### config.mk
export PLATFORM = sky130hd
export DESIGN_NAME = bin_to_bcd_display
export DESIGN_NICKNAME = d
export VERILOG_FILES = /design/src/rtl/bcd_pkg.sv /design/src/rtl/bcd_add3.sv /design/src/rtl/bin_to_bcd_display.sv
export SDC_FILE = /design/constraint.sdc
export NUM_CORES = 1
export LEC_CHECK = 0
export BUFFER_PORTS_ARGS = -buffer_cell sky130_fd_sc_hd__buf_4
export CAP_MARGIN = 20
export CELL_PAD_IN_SITES_DETAIL_PLACEMENT = 0
export CELL_PAD_IN_SITES_GLOBAL_PLACEMENT = 1
export CORE_MARGIN = 5
export CORE_UTILIZATION = 25
export DETAILED_ROUTE_END_ITERATION = 12
export PLACE_DENSITY_LB_ADDON = 0.15
export SLEW_MARGIN = 30
export SYNTH_ARGS = -nofsm -noshare
export SYNTH_HDL_FRONTEND = slang
export SYNTH_SLANG_ARGS = --single-unit
export TNS_END_PERCENT = 5
### constraint.sdc
create_clock -name CLK -period 1.45 [get_ports CLK]
set_clock_uncertainty 0.1 [all_clocks]
set_input_delay 0.29 -clock CLK [delete_from_list [all_inputs] [get_ports CLK]]
set_output_delay 0.29 -clock CLK [all_outputs]
set_load 0.01 [all_outputs]
### src/rtl/bcd_pkg.sv
// rtl/bcd_pkg.sv - shared types, constants and sizing helper for the binary-to-BCD display path
package bcd_pkg;

    // Width of one BCD digit.
    localparam int BCD_NIB_W = 4;

    // Conversion sequencer states.
    typedef enum logic [1:0] {
        ST_IDLE  = 2'd0,
        ST_SHIFT = 2'd1,
        ST_FIN   = 2'd2
    } state_e;

    // Smallest digit count whose decimal range covers every W-bit unsigned value.
    function automatic int min_digits(input int w);
        longint max_val;
        longint pow10;
        int     d;
        max_val = (longint'(1) <<< w) - 1;
        pow10   = 1;
        d       = 0;
        while (pow10 <= max_val) begin
            pow10 = pow10 * 10;
            d     = d + 1;
        end
        return d;
    endfunction

endpackage

### src/rtl/bcd_add3.sv
// rtl/bcd_add3.sv - double-dabble nibble correction (add 3 when the digit is 5 or more)
module bcd_add3
    import bcd_pkg::*;
(
    input  logic [BCD_NIB_W-1:0] nib_i,
    output logic [BCD_NIB_W-1:0] nib_o
);

    // Values 5..9 become 8..12 so the following left shift carries into the next digit;
    // the largest legal input is 9, so 4 bits never overflow.
    always_comb begin
        nib_o = nib_i;
        if (nib_i >= 4'd5) begin
            nib_o = nib_i + 4'd3;
        end
    end

endmodule

### src/rtl/bin_to_bcd_display.sv
// rtl/bin_to_bcd_display.sv - iterative binary-to-BCD converter for the display path (SIGNED_EN selects two's complement input)
module bin_to_bcd_display
    import bcd_pkg::*;
#(
    parameter int W      = 16,
    parameter int DIGITS = 5
) (
    input  logic                        CLK,
    input  logic                        RST_N,
    input  logic                        start,
    input  logic [W-1:0]                Din,
    output logic                        busy,
    output logic                        done,
    output logic [BCD_NIB_W*DIGITS-1:0] bcd,
    output logic [2:0]                  nz,
    output logic                        neg
);

    localparam int             SW       = BCD_NIB_W * DIGITS;
    localparam int             CW       = $clog2(W + 1);
    localparam logic [CW-1:0]  LAST_CNT = CW'(W - 1);

    state_e          state_q, state_d;
    logic [CW-1:0]   cnt_q, cnt_d;
    logic [W-1:0]    shreg_q, shreg_d;
    logic [SW-1:0]   scratch_q, scratch_d;
    logic            busy_q, busy_d;
    logic            done_q, done_d;
    logic [SW-1:0]   bcd_q, bcd_d;
    logic [2:0]      nz_q, nz_d;

    logic [SW-1:0]   scratch_adj;
    logic [2:0]      nz_calc;
    logic [W-1:0]    din_mag;

    // Per-digit add-3 correction applied to the scratch before every shift.
    for (genvar g = 0; g < DIGITS; g++) begin : g_add3
        bcd_add3 u_add3 (
            .nib_i (scratch_q[g*BCD_NIB_W +: BCD_NIB_W]),
            .nib_o (scratch_adj[g*BCD_NIB_W +: BCD_NIB_W])
        );
    end

    // Index of the most significant nonzero digit of the finished scratch.
    always_comb begin
        nz_calc = '0;
        for (int i = 0; i < DIGITS; i++) begin
            if (scratch_q[i*BCD_NIB_W +: BCD_NIB_W] != '0) begin
                nz_calc = 3'(i);
            end
        end
    end

`ifdef SIGNED_EN
    logic neg_pend_q, neg_pend_d;
    logic neg_q, neg_d;

    assign din_mag = Din[W-1] ? (~Din + {{(W-1){1'b0}}, 1'b1}) : Din;
    assign neg     = neg_q;

    // Sign is captured with the operand and only made visible together with the digits.
    always_comb begin
        neg_pend_d = neg_pend_q;
        neg_d      = neg_q;
        if (state_q == ST_IDLE && start) begin
            neg_pend_d = Din[W-1];
        end
        if (state_q == ST_FIN) begin
            neg_d = neg_pend_q;
        end
    end

    // Sign registers.
    always_ff @(posedge CLK or negedge RST_N) begin
        if (!RST_N) begin
            neg_pend_q <= 1'b0;
            neg_q      <= 1'b0;
        end else begin
            neg_pend_q <= neg_pend_d;
            neg_q      <= neg_d;
        end
    end
`else
    assign din_mag = Din;
    assign neg     = 1'b0;
`endif

    // Sequencer: load on start, W correct-and-shift steps, then publish the result.
    always_comb begin
        state_d   = state_q;
        cnt_d     = cnt_q;
        shreg_d   = shreg_q;
        scratch_d = scratch_q;
        busy_d    = busy_q;
        done_d    = 1'b0;
        bcd_d     = bcd_q;
        nz_d      = nz_q;
        case (state_q)
            ST_IDLE: begin
                if (start) begin
                    shreg_d   = din_mag;
                    scratch_d = '0;
                    cnt_d     = '0;
                    busy_d    = 1'b1;
                    state_d   = ST_SHIFT;
                end
            end
            ST_SHIFT: begin
                {scratch_d, shreg_d} = {scratch_adj, shreg_q} << 1;
                cnt_d = cnt_q + 1'b1;
                if (cnt_q == LAST_CNT) begin
                    state_d = ST_FIN;
                end
            end
            ST_FIN: begin
                bcd_d   = scratch_q;
                nz_d    = nz_calc;
                done_d  = 1'b1;
                busy_d  = 1'b0;
                state_d = ST_IDLE;
            end
            default: begin
                state_d = ST_IDLE;
            end
        endcase
    end

    // State, datapath and output registers.
    always_ff @(posedge CLK or negedge RST_N) begin
        if (!RST_N) begin
            state_q   <= ST_IDLE;
            cnt_q     <= '0;
            shreg_q   <= '0;
            scratch_q <= '0;
            busy_q    <= 1'b0;
            done_q    <= 1'b0;
            bcd_q     <= '0;
            nz_q      <= '0;
        end else begin
            state_q   <= state_d;
            cnt_q     <= cnt_d;
            shreg_q   <= shreg_d;
            scratch_q <= scratch_d;
            busy_q    <= busy_d;
            done_q    <= done_d;
            bcd_q     <= bcd_d;
            nz_q      <= nz_d;
        end
    end

    assign busy = busy_q;
    assign done = done_q;
    assign bcd  = bcd_q;
    assign nz   = nz_q;

endmodule

* Yosys cells after proc, flatten, opt, wreduce, memory -nomap -nowiden
Cells that the tools add are included.
** Cells by class
- $add $sub $neg :: 6
- $lt $le $gt $ge :: 5
- Eq/ne operators :: 5
- Mux-type cells :: 21
- Reduce and logical (&&, ||, !) cells :: 10
** Operators with widths (count)
- $pmux W20 S2 :: 1
- $pmux W16 S2 :: 1
- $ge A4 B3 Y1 const B :: 5
- $mux W20 :: 1
- $add A4 B2 Y4 const B :: 4
- $mux W16 :: 1
- $mux W4 :: 4
- $reduce_bool A4 Y1 :: 4
- $pmux W5 S2 :: 1
- $mux W2 :: 4
- $mux W3 :: 2
- $reduce_and A2 Y1 :: 3
- $add A5 B1 Y5 const B :: 1
- $eq A5 B4 Y1 const B :: 1
- $mux W5 :: 1
- $ne A2 B2 Y1 const B :: 2
- $pmux W2 S2 :: 1
- $reduce_bool A2 Y1 :: 2
- $add A3 B2 Y3 const B :: 1
- $mux W1 :: 3
- $eq A2 B1 Y1 const B :: 1
- $eq A2 B2 Y1 const B :: 1
- $logic_not A2 Y1 :: 1
- $pmux W1 S2 :: 1
** Word-level totals
- Bits in registers :: 68
- Bits of input ports :: 19
- Output and inout port bits :: 26

* Logic depth before layout (Yosys ltp)
- Depth in word-level cells :: 5
- Mapped depth :: 6
- Gate-level depth less buffers :: 6

* Hierarchy
A second synthesis with hierarchy kept.
** Unflattened totals
- Cell total of the unflattened synthesis :: 337
- Area, all modules :: 3266.9 sq um
** Modules (own cells, without submodules)
- bin_to_bcd_display :: times used 1, cells each 257, area each 2760.1 sq um
- bcd_add3 :: times used 5, cells each 16, area each 101.3 sq um

* Worst setup path before layout
Ideal clock, no wire load.
- Path type :: reg2reg
- From :: register scratch_q[8]
- To :: register scratch_q[10]
- Setup time :: 0.126 ns
- Arrival time :: 1.314 ns
- Data required time :: 1.224 ns
- Setup slack :: -0.090 ns
- Stages on the path, launching flop included :: 7
- Clock period less this slack :: 1.540 ns
- Path through :: dfrtp_1 inv_1 ha_1 nand2b_1 a21oi_1 nor3_1 a221o_1
** Between the ends
- Longest elaborated chain between the ends :: 3
** RTL lines
- from (decl) :: RTL line bin_to_bcd_display.sv:26 : logic [SW-1:0] scratch_q, scratch_d;
- from (signal assigned) :: RTL line bin_to_bcd_display.sv:143 : scratch_q <= scratch_d;
- $add A4 B2 Y4 / $ge A4 B3 Y1 (equally long branches) :: RTL line bcd_add3.sv:14, bcd_add3.sv:13
- $mux W4 (*) :: RTL line bcd_add3.sv:13 : if (nib_i >= 4'd5) begin
- $pmux W20 S2 (*) :: RTL line bin_to_bcd_display.sv:98 : case (state_q)
Every way passes the cells marked *; elsewhere a longest branch is shown, timed or not.
A chain may end at the register's enable or synchronous reset.

* Worst setup path in the final report
Same ends and word-level chain as after synthesis.

==> results.md <==
- Status: finished clean
- Power per Cell Area: 2030 mW/mm2
- DP Area: 0.00403 mm2
- Die ar.: 0.0151 mm2
- Total negative slack: 0 ns
- Tcrit/Tclk final: 99.6%
- Post-synth top flop: dfrtp_1
- Row count: 41
- 1st-pass router iterations: 4
- Crit-path cells: ha_4 > nand2b_4 > a21oi_4 > nor3_2 > a221o_1
- Synth cell types: 40
- Final ANT Viol Nets: 0
- Worst setup EP type: register
- Critical path type: register to register
- Ranking of synthesized cells by area: dfrtp_1, o21ai_0, ha_1
- Fin area: 0.00451 mm2
- CP required: 1.57 ns
- Number of global-route vias before repair: between 2000 and 2500
- Synth top area share: 53.6%
- Synthesized instance count: 294
- Final hold vios: 0
- Die height: around 120 um
- DRC Markers: 0
- Wire length per cell: 14.1 um
- Peak VDD IR: 533 uV
- Post-synth top cells: dfrtp_1, nand2_1, o21ai_0, a21oi_1, inv_1
- Total global routing overflow: 0
- Crit path DAT: 1.57 ns
- Max Buffers Root-to-Sink: 2
- Synth area leader: dfrtp_1
- Clock Sink Count: 68
- Avg Vias per Cell: 4.43
- Synth Warn #: 0
- Synthesized flop and latch total: 68
- Mux contribution to synthesized area: under 10%
- Finish-stage setup viols: 0
- Layout cell share with drive strength beyond 1: a little under two fifths
- Horiz. Die Dim: 123 um
- Global-route wire length before repair: 13000 um
- Max-Cap Viols: 0
- CTS Buf Count: 9
- Total Routing Usage GR: a little under an eighth
- H-tree level count: 3
- Syn Area/Cell: 10.8 um2
- Post-synthesis xor/xnor area fraction: under 10%
- Main combinational cell family by area after synthesis: compound AO/OA/AOI/OAI gates
- Crit path max fanout: 3
- Sequential share of the synthesized area: 53.6%
- Clk Tree Root Cell: clkbuf_16
- Largest net degree at the start of global routing: 40
- Post-route minimum period: 1.44 ns
- Initial antenna violation count: 0
- Starting density of the core: between 20% and 30%
- Netlist Area Pre-Place: 0.00318 mm2
- IO Count: 45
- Worst-Skew Late Latency: 0.34 ns
- CORE AREA: 0.0125 mm2
- Port bufs: 43
- Hold WC Path Type: input port to register
- Synthesized net count: ~330
- Largest stage delay, worst path: 0.43 ns
- Post-synth EDFFs: 0
- Synthesized-area fraction occupied by adder cells: 4.73%
- # diodes: 0
- Asr flop ratio synth: 100%
- Complex-gate fraction of the synthesized area: roughly 18%
- Pleak: 2.12 nW
- CTS tree: built
- Detailed Route WL: 7940 um
- Pins Over Slew Limit: 0
- Slowest cell on crit path: dfrtp_2
- Fmax: 0.693 GHz
- Post-DP HPWL: 5380 um
- Final nets: 416
- Area Growth Syn to Fin: 42.0%
- Reg clk slew, reported paths: 0.05 ns
- Synth Area in Simple Gates: a little under an eighth
- Vias post-DR: 2491
- Placer Congestion: 0.810
- Most common cell in the netlist: dfrtp_1
- Startpoint types: register
- DR iter-0 viols: 63
- RSZ-0062 raised after global routing: true
critical path, delay by kind of cell (launching register included):
kind,cells,cell delay [ns]
adders and majority gates,1,0.17
AOI/OAI and AO/OA,2,0.44
DFF,1,0.43
and+or+nand+nor,2,0.19
cell families after synthesis:
group / count (synthesis)
compound gates: 92
simple gates: 74
flops: 68
buf+inv: 31
fa+ha+maj: 12
mux: 10
xor+xnor: 6
other cells: 1
report_power, final:
group          internal (mW)  leakage, nW  switching [mW]
logic                   2.14         1.09            1.78
registers               2.55        0.890           0.593
clock network           1.30        0.140           0.799
per-layer routing:
layer	part of all wire (%)	GRT usage [%]	routed length, um	vias to the layer above
met5	0	0	0	-
met4	2.1	5.46	166	0
met3	3.5	3.36	279	14
met2	48	17.3	3800	35
met1	46	14.7	3690	1201
li1	-	-	-	1241
what timing repair did:
item                                   CTS  global route
setup buffers                            0             3
setup endpoints to repair               29            37
resized for setup                        7            31
hold buffers                             1             0
pin swaps                                0             7
cloned                                   0             1
endpoints found under the hold margin   68             0
final timing paths:
check	to	cells past startpoint	start	slack, ns
worst max-delay path	scratch_q[10]	5	scratch_q[8]	0.006
worst min-delay path	shreg_q[0]	2	Din[0]	0.1
worst max register to register	scratch_q[10]	5	scratch_q[8]	0.006
worst min register to register	bcd[12]	2	bcd[12]	0.38
max in group asynchronous	scratch_q[8]	3	RST_N	0.65
min in group asynchronous	bcd[0]	3	RST_N	0.34
stage by stage:
stage	instances	worst slack (ns)	utilization (%)	power (mW)	hold WS, ns
after floorplan	294	-0.00998	-	5.09	-0.106
after global placement	541	-0.0531	32.2	6.67	0.172
after detailed placement	541	-0.0754	32.2	6.68	0.176
after CTS	558	-0.0567	34.8	8.91	0.0883
after global routing	562	-0.0676	36.0	9.95	0.111
final	562	0.00644	36.0	9.15	0.0969
cell usage in the layout, fill, tap and decap left out, drive strengths merged, types with 10 or more instances in the layout:
cell,count
buf,95
dfrtp,68
nand2,37
o21ai,35
clkbuf,15
a21oi,14
inv,14
nor2,12
ha,12
mux2,10
a22oi,10
cell type report:
class	instances	area [um2]
timing repair buffer	96	797
inverter	14	52.6
clock inverter	1	5.00
tap	172	215
clock buffer	15	278
multi-input combinational	196	1460
sequential	68	1710
fill	1295	8010
sequential cells by signal (all words and copies together), names as in the netlist:
name and cells:
state_q 2, nz 3, shreg_q 16, scratch_q 20, busy 1, cnt_q 5, bcd 20, done 1
(Power assumes the default switching activity.)
